<file path="config.mk">
export PLATFORM = sky130hd
export DESIGN_NAME = sign_inject_unit
export DESIGN_NICKNAME = d
export VERILOG_FILES = /design/src/rtl/sign_inject_unit.sv
export SDC_FILE = /design/constraint.sdc
export NUM_CORES = 1
export LEC_CHECK = 0
export CAP_MARGIN = 20
export CORE_UTILIZATION = 46
export DETAILED_ROUTE_END_ITERATION = 7
export PLACE_DENSITY = 0.86
export SLEW_MARGIN = 20
export SYNTH_ARGS = -nofsm -noshare
export SYNTH_HDL_FRONTEND = slang
export SYNTH_SLANG_ARGS = --single-unit
export TNS_END_PERCENT = 20
</file>
<file path="constraint.sdc">
create_clock -name clk -period 4.85 [get_ports clk]
set_input_delay 1.455 -clock clk [delete_from_list [all_inputs] [get_ports clk]]
set_output_delay 1.455 -clock clk [all_outputs]
set_load 0.01 [all_outputs]
</file>
<file path="src/rtl/sign_inject_unit.sv">
// FPU sign-injection unit (FSGNJ / FSGNJN / FSGNJX) for single precision and,
// when FLEN=64, double precision with NaN-boxed singles. It shares the FPU
// valid/ready op bus and accepts only its own ops. Results are queued in a
// DEPTH-entry output FIFO, so a downstream stall only blocks issue once the
// FIFO is full.

package FPU_pkg;

  // Op codes on the shared FPU op bus.
  typedef enum logic [4:0] {
    FPU_OP_ADD    = 5'd0,
    FPU_OP_SUB    = 5'd1,
    FPU_OP_MUL    = 5'd2,
    FPU_OP_DIV    = 5'd3,
    FPU_OP_SQRT   = 5'd4,
    FPU_OP_SGNJ   = 5'd5,
    FPU_OP_SGNJN  = 5'd6,
    FPU_OP_SGNJX  = 5'd7,
    FPU_OP_MIN    = 5'd8,
    FPU_OP_MAX    = 5'd9,
    FPU_OP_CMP    = 5'd10,
    FPU_OP_CVT    = 5'd11,
    FPU_OP_CLASS  = 5'd12,
    FPU_OP_FMADD  = 5'd13
  } fpu_op_e;

endpackage : FPU_pkg

module sign_inject_unit
  import FPU_pkg::*;
#(
  parameter int FLEN  = 32,  // 32 or 64
  parameter int DEPTH = 2    // output FIFO entries, >= 1
) (
  input  logic            clk,
  input  logic            reset,
  input  logic            valid_in,
  output logic            ready_out,
  output logic            valid_out,
  input  logic            ready_in,
  input  logic [4:0]      op,
  input  logic            fmt,
  input  logic [FLEN-1:0] a,
  input  logic [FLEN-1:0] b,
  output logic [FLEN-1:0] float_out
);

  // Pointer width (at least one bit so DEPTH=1 still has a legal vector)
  // and occupancy width (must represent 0..DEPTH inclusive).
  localparam int PW = (DEPTH > 1) ? $clog2(DEPTH) : 1;
  localparam int CW = $clog2(DEPTH + 1);

  // Canonical quiet NaN substituted for an improperly boxed single.
  localparam logic [31:0] QNAN_S = 32'h7FC0_0000;

  // ---------------------------------------------------------------------------
  // Helpers
  // ---------------------------------------------------------------------------

  // Sign chosen by the op from the magnitude operand's sign and the sign
  // operand's sign; only the three sign-injection ops ever reach the FIFO.
  function automatic logic f_pick_sign(input logic [4:0] i_op,
                                       input logic       i_sa,
                                       input logic       i_sb);
    logic l_s;
    case (i_op)
      FPU_OP_SGNJN: l_s = ~i_sb;
      FPU_OP_SGNJX: l_s = i_sa ^ i_sb;
      default:      l_s = i_sb;
    endcase
    return l_s;
  endfunction

  // Circular increment: DEPTH need not be a power of two.
  function automatic logic [PW-1:0] f_next_ptr(input logic [PW-1:0] i_p);
    return (i_p == PW'(DEPTH - 1)) ? '0 : i_p + PW'(1);
  endfunction

  // ---------------------------------------------------------------------------
  // Op decode and handshake
  // ---------------------------------------------------------------------------

  logic            w_is_sgnj;
  logic            w_op_ok;
  logic            w_full;
  logic            w_push;
  logic            w_pop;
  logic [FLEN-1:0] w_result;

  logic [FLEN-1:0] r_mem [DEPTH];
  logic [PW-1:0]   r_wr_ptr;
  logic [PW-1:0]   r_rd_ptr;
  logic [CW-1:0]   r_count;

  assign w_is_sgnj = (op == FPU_OP_SGNJ) || (op == FPU_OP_SGNJN) ||
                     (op == FPU_OP_SGNJX);

  // A double-precision request cannot be served by a single-only build.
  assign w_op_ok   = w_is_sgnj && !(fmt && (FLEN == 32));

  assign w_full    = (r_count == CW'(DEPTH));

  // A full FIFO still accepts when its head leaves in the same cycle, so
  // ready_out has a combinational path from ready_in.
  assign ready_out = w_op_ok && (!w_full || ready_in);
  assign valid_out = (r_count != '0);

  assign w_push    = valid_in && ready_out;
  assign w_pop     = valid_out && ready_in;

  // ---------------------------------------------------------------------------
  // Result datapath
  // ---------------------------------------------------------------------------

  if (FLEN == 64) begin : g_dp64
    logic [31:0] w_a_s;
    logic [31:0] w_b_s;

    // Unbox singles and form the result for the selected format.
    // NOTE: every always_comb output gets a value on every path (here by
    // covering both fmt branches); a path that leaves one unassigned infers
    // a latch.
    always_comb begin
      w_a_s = (a[63:32] == 32'hFFFF_FFFF) ? a[31:0] : QNAN_S;
      w_b_s = (b[63:32] == 32'hFFFF_FFFF) ? b[31:0] : QNAN_S;
      if (fmt) begin
        w_result = {f_pick_sign(op, a[63], b[63]), a[62:0]};
      end else begin
        w_result = {32'hFFFF_FFFF, f_pick_sign(op, w_a_s[31], w_b_s[31]),
                    w_a_s[30:0]};
      end
    end
  end else begin : g_dp32
    // Single-only build: no boxing, sign bit is bit 31.
    assign w_result = {f_pick_sign(op, a[31], b[31]), a[30:0]};
  end

  // ---------------------------------------------------------------------------
  // Output FIFO
  // ---------------------------------------------------------------------------

  // Store an accepted result at the write pointer.
  // NOTE: the storage array is deliberately not reset; an entry is only
  // observable while the count covers it, so clearing the count is enough
  // to drop every entry, and the array can map onto plain RAM/flops
  // without reset.
  always_ff @(posedge clk) begin
    if (w_push) begin
      r_mem[r_wr_ptr] <= w_result;
    end
  end

  // Advance pointers and occupancy; reset drops all entries at once.
  // NOTE: state registers use non-blocking assignment so every flop samples
  // the pre-edge values regardless of statement order.
  always_ff @(posedge clk or posedge reset) begin
    if (reset) begin
      r_wr_ptr <= '0;
      r_rd_ptr <= '0;
      r_count  <= '0;
    end else begin
      if (w_push) begin
        r_wr_ptr <= f_next_ptr(r_wr_ptr);
      end
      if (w_pop) begin
        r_rd_ptr <= f_next_ptr(r_rd_ptr);
      end
      case ({w_push, w_pop})
        2'b10:   r_count <= r_count + CW'(1);
        2'b01:   r_count <= r_count - CW'(1);
        default: r_count <= r_count;
      endcase
    end
  end

  // Head entry is shown only while valid; otherwise the bus reads zero.
  assign float_out = valid_out ? r_mem[r_rd_ptr] : '0;

endmodule : sign_inject_unit

</file>
Word level (Yosys, flattened, before mapping)
Memory sizes are Yosys's and may differ from the RTL's.
Index checks and enable logic that the tools add are counted.

storage, ports and cells
  logic and storage cells = 34
  output and inout bits = 34
  bits of input ports = 74
  RAM bits = 64
  memories kept = 1
  register bits after elaboration = 4

cells by class
  equal/unequal tests = 6
  bitwise logic cells = 2
  add/subtract/negate cells = 4
  reductions and logical operators = 11
  muxes and demuxes = 7

memory list
  name   words  width  rd ports  clocked after Yosys merged registers in  write ports  RTL line  RTL
  r_mem  2      32     1         0                                        1            90        logic [FLEN-1:0] r_mem [DEPTH];

operators by type and width
  kind                                              count
  two-way mux 32 bit                                1
  == test 5 x 3 -> 1 bit, second input constant     3
  == test 2 bit, second input constant              2
  logical AND 1 bit                                 4
  two-way mux 1 bit                                 4
  case mux 2 bit (2 select lines)                   1
  nonzero test 2 bit                                2
  logical OR 1 bit                                  3
  adder 1 bit, second input constant                2
  adder 2 x 1 -> 2 bit, second input constant       1
  == test 2 x 1 -> 1 bit, second input constant     1
  zero test 1 bit                                   2
  case mux 1 bit (2 select lines)                   1
  subtractor 2 x 1 -> 2 bit, second input constant  1
  inverter 1 bit                                    1
  bitwise XOR 1 bit                                 1

Logic depth before layout (Yosys ltp)
  depth after elaboration = 8
  depth in mapped cells = 7
  mapped depth without buffers = 7

Worst setup path before layout
Ideal clock, no wire load.

  path kind = input port to flip-flop
  start = in op[4]
  end = mem r_mem[0][0] (enable)
  stages = 3
  arrival = 3249 ps
  slack = 1180 ps
  data required time = 4429 ps
  cells stage by stage = nor3b_2 -> o2111ai_2 -> nor2_1

between the ends
  longest elaborated chain between the ends = 8
  elaborated cells on any way between the ends = 10
  classes of those cells = eq/ne: 3; mux: 2; reduce/logical: 5

ends and longest elaborated chain
  item                                         RTL line  RTL
  start, declared                              41        input logic [4:0] op,
  == test 5 x 3 -> 1 bit                       95        assign w_is_sgnj = (op == FPU_OP_SGNJ) || (op == FPU_OP_SGNJN) ||
  logical OR 1 bit                             95
  logical OR 1 bit (*)                         95
  logical AND 1 bit (*)                        99        assign w_op_ok = w_is_sgnj && !(fmt && (FLEN == 32));
  logical AND 1 bit (*)                        105       assign ready_out = w_op_ok && (!w_full || ready_in);
  logical AND 1 bit (*)                        108       assign w_push = valid_in && ready_out;
  two-way mux 1 bit (*)                        148       if (w_push) begin
  two-way mux 1 bit (not written as such) (*)  149       r_mem[r_wr_ptr] <= w_result;
  end, declared                                90

Mark *: on every way between the ends. The rest lies on a longest branch, timed or not.

Worst setup path after layout
  start = in op[2]
  end = out ready_out

between the ends
  longest elaborated chain between the ends = 5
  elaborated cells on any way between the ends = 7
  classes of those cells = eq/ne: 3; reduce/logical: 4

ends and longest elaborated chain
  item                    RTL line  RTL
  == test 5 x 3 -> 1 bit  95
  logical OR 1 bit        95
  logical OR 1 bit (*)    95
  logical AND 1 bit (*)   99
  logical AND 1 bit (*)   105
  end, declared           38        output logic ready_out,

Marked as above.

==> flow_metrics.env <==
export IMPL_outcome="finished clean"
export IMPL_final_hold_worst_slack_ps=517.6
export IMPL_dp_hpwl_um=2905
export IMPL_dr_pass1_iters=4
export IMPL_grt_overflow_total=0
export IMPL_ys_warn_count=0
export IMPL_grt_max_degree=34
export IMPL_cts_tree="built"
export IMPL_cts_num_sinks=68
export IMPL_port_buffer_count=76
export IMPL_syn_inst=160
export IMPL_synthesis_area_um2=2683
export IMPL_viasPerCell=4.874
export IMPL_cts_clk_slew_worst_paths_ps=70
export IMPL_insertion_delay_ps=320
export IMPL_layout_setup_ws_ps=509.9
export IMPL_drc_errors=0
export IMPL_post_route_util=0.6561
export IMPL_numCtsBuffers=9
export IMPL_instances_no_fill=318
export IMPL_muxShareOfSynthArea=0.1194
export IMPL_antenna_found_initial=0
export IMPL_cpPeakStageDelay_ps=530
export IMPL_grt_pass1_wl_um=7307
export IMPL_h_tree_depth=3
export IMPL_core_um2=5574
export IMPL_wl_per_cell_um=14.21
export IMPL_wl_um=4520
export IMPL_hold_buffers=0
export IMPL_initial_core_util=0.4813
export IMPL_worstPathArrival_ps=2890
export IMPL_clock_path_buffers=2
export IMPL_path_common_cell="clkdlybuf4s50_1"
export IMPL_grt_pass1_vias=1620
export IMPL_avgSynthCellArea_um2=16.77
export IMPL_synth_top_family_by_area="multiplexers"
export IMPL_yosysSeqAreaShare=0.7537
export IMPL_critPathSlowestCell="clkdlybuf4s50_1"
export IMPL_post_route_period_util=0.8949
export IMPL_leakage_nw=1.337
export IMPL_path_cells="clkdlybuf4s50_1 -> nor3b_2 -> o211a_1 -> clkdlybuf4s50_1"
export IMPL_rows=27
export IMPL_syn_num_nets=235
export IMPL_postCtsSetupRepairBufs=0
export IMPL_setup_violations=0
export IMPL_skew_ps=5.127
export IMPL_max_freq_mhz=230.4
export IMPL_die_w_um=78.37
export IMPL_fillers=414
export IMPL_cts_resized=0
export IMPL_synthSimpleGateAreaFrac=0.06670
export IMPL_layout_drive_gt1_share=0.09756
export IMPL_dp_worst_setup_slack_ps=488.5
export IMPL_synth_compound_gate_area_share=0.01306
export IMPL_io_pins=108
export IMPL_nets=316
export IMPL_dp_cells=302
export IMPL_required_ps=3390
export IMPL_ys_seq_elements=68
export IMPL_post_route_min_period_ps=4340
export IMPL_path_max_fanout=3
export IMPL_worstSetupStartpointType="input pin"
export IMPL_synthAdderAreaFrac=0.004664
export IMPL_hold_violations=0
export IMPL_worstSetupEndpointType="output pin"
export IMPL_max_slew_margin=0.3579
export IMPL_power_density_nw_per_um2=477.9
export IMPL_cts_root_buf="clkbuf_8"
export IMPL_synth_xor_xnor_area_share=0.01959
export IMPL_vias=1550
export IMPL_tightest_slew_ps=963.2
export IMPL_wl_met1_um=1795
export IMPL_drt_iter0_markers=68
export IMPL_hold_path_class="register to register"
export IMPL_wl_met2_um=2486
export IMPL_diodes=0
export IMPL_grt_usage=0.1640
export IMPL_gp_congestion=0.6701
export IMPL_area_growth_pct=36.33
export IMPL_die_area_um2=6141
export IMPL_finalMaxSlewViolations=0
export IMPL_met3_length_um=176
export IMPL_synth_cell_types=20
export IMPL_grt_setup_unrepaired="no"
export IMPL_power_ir_vdd_worst_uv=262.1
export IMPL_worstSetupPathType="input pin to output pin"
export IMPL_postRouteAntennaNets=0
export IMPL_fin_setup_tns_ps=0
export IMPL_top_layer_used="met4"
export IMPL_maxCapViolations=0
export IMPL_die_y_um=78.37
==> final cells by class <==
class                      instances  area [um^2]  area share
clock inverter                     5        28.78    0.007869
multi-input combinational         83        608.1      0.1663
clock buffer                      11        131.4     0.03592
sequential                        68         2023      0.5532
inverter                           2        7.507    0.002053
timing repair buffer              77        768.2      0.2101
tap                               72        90.09     0.02463
==> cells in the final DEF (no fill, tap or decap), drive strengths merged, types with 2 or more instances in the layout <==
| cell | instances |
|---|---|
| nor2 | 35 |
| edfxtp | 64 |
| clkinv | 5 |
| nand2b | 2 |
| clkdlybuf4s50 | 76 |
| dfrtp | 4 |
| clkbuf | 11 |
| xnor2 | 4 |
| xor2 | 2 |
| inv | 2 |
| mux2i | 32 |
==> flip-flops by register name, summed over array words and instances (netlist names) <==
name and flops:
r_mem 64, r_count 2, r_rd_ptr 1, r_wr_ptr 1
==> routing by layer <==
metal  GRT usage  vias to the layer above
met2      0.2939                       44
met4     0.09444                        0
met1      0.1789                      749
met5           0                        -
li1            -                      750
met3     0.03488                        7
==> critical path, delay by kind of cell <==
kind                   cells  cell delay, ps
AOI/OAI and AO/OA          1             200
buffers and inverters      2             970
and+or+nand+nor            1             250
==> report_power, final <==
group	internal [mW]	leakage, nW	switching, mW
Combinational	0.377	0.628	0.238
Sequential	0.667	0.622	0.0870
Clock	0.183	0.0868	0.196
==> cells by family (layout without fill, tap and decap cells) <==
| family | after synthesis | in the layout |
|---|---|---|
| AO/OA/AOI/OAI | 3 | 3 |
| XOR/XNOR | 6 | 6 |
| adder cells (fa/ha/maj) | 1 | 1 |
| buffers and inverters | 9 | 95 |
| flip-flops | 68 | 68 |
| multiplexers | 32 | 32 |
| AND/OR/NAND/NOR | 41 | 41 |
==> per-stage QoR <==
stage | power (mW) | instance area, um^2
5_1_grt | 1.840 | 3657
2_1_floorplan | 1.077 | 2683
6_report | 1.748 | 3657
3_5_place_dp | 1.391 | 3497
3_3_place_gp | 1.383 | 3497
4_1_cts | 1.775 | 3657
==> Yosys cell counts <==
cell type | instances | area [um^2]
inv_1 | 1 | 3.750
xor2_1 | 2 | 17.52
ha_1 | 1 | 12.51
nand2b_1 | 2 | 12.51
o211a_1 | 1 | 10.01
and2_4 | 1 | 8.760
mux2i_1 | 32 | 320.3
buf_6 | 3 | 33.78
edfxtp_1 | 64 | 1922
o21ba_2 | 1 | 10.01
o2111ai_2 | 1 | 15.01
buf_2 | 4 | 20.02
xnor2_1 | 4 | 35.03
nor2_2 | 1 | 6.260
nor2_1 | 34 | 127.6
and3_1 | 1 | 6.260
nor3b_2 | 1 | 12.51
inv_2 | 1 | 3.750
nand3_1 | 1 | 5.000
dfrtp_1 | 4 | 100.1
==> path summary, 6_finish.rpt <==
kind,from,end,slack [ps],cells past startpoint
worst max-delay path,op[2],ready_out,510,4
worst min-delay path,r_count[1]$_DFFE_PP0P_,r_count[1]$_DFFE_PP0P_,520,1
worst max register to register,r_count[0]$_DFFE_PP0P_,r_count[1]$_DFFE_PP0P_,2640,7
worst min register to register,r_count[1]$_DFFE_PP0P_,r_count[1]$_DFFE_PP0P_,520,1
max in group asynchronous,reset,r_rd_ptr$_DFFE_PP0P_,3350,2
min in group asynchronous,reset,r_wr_ptr$_DFFE_PP0N_,1320,2
Note: power is estimated with default switching activity, not from simulation.
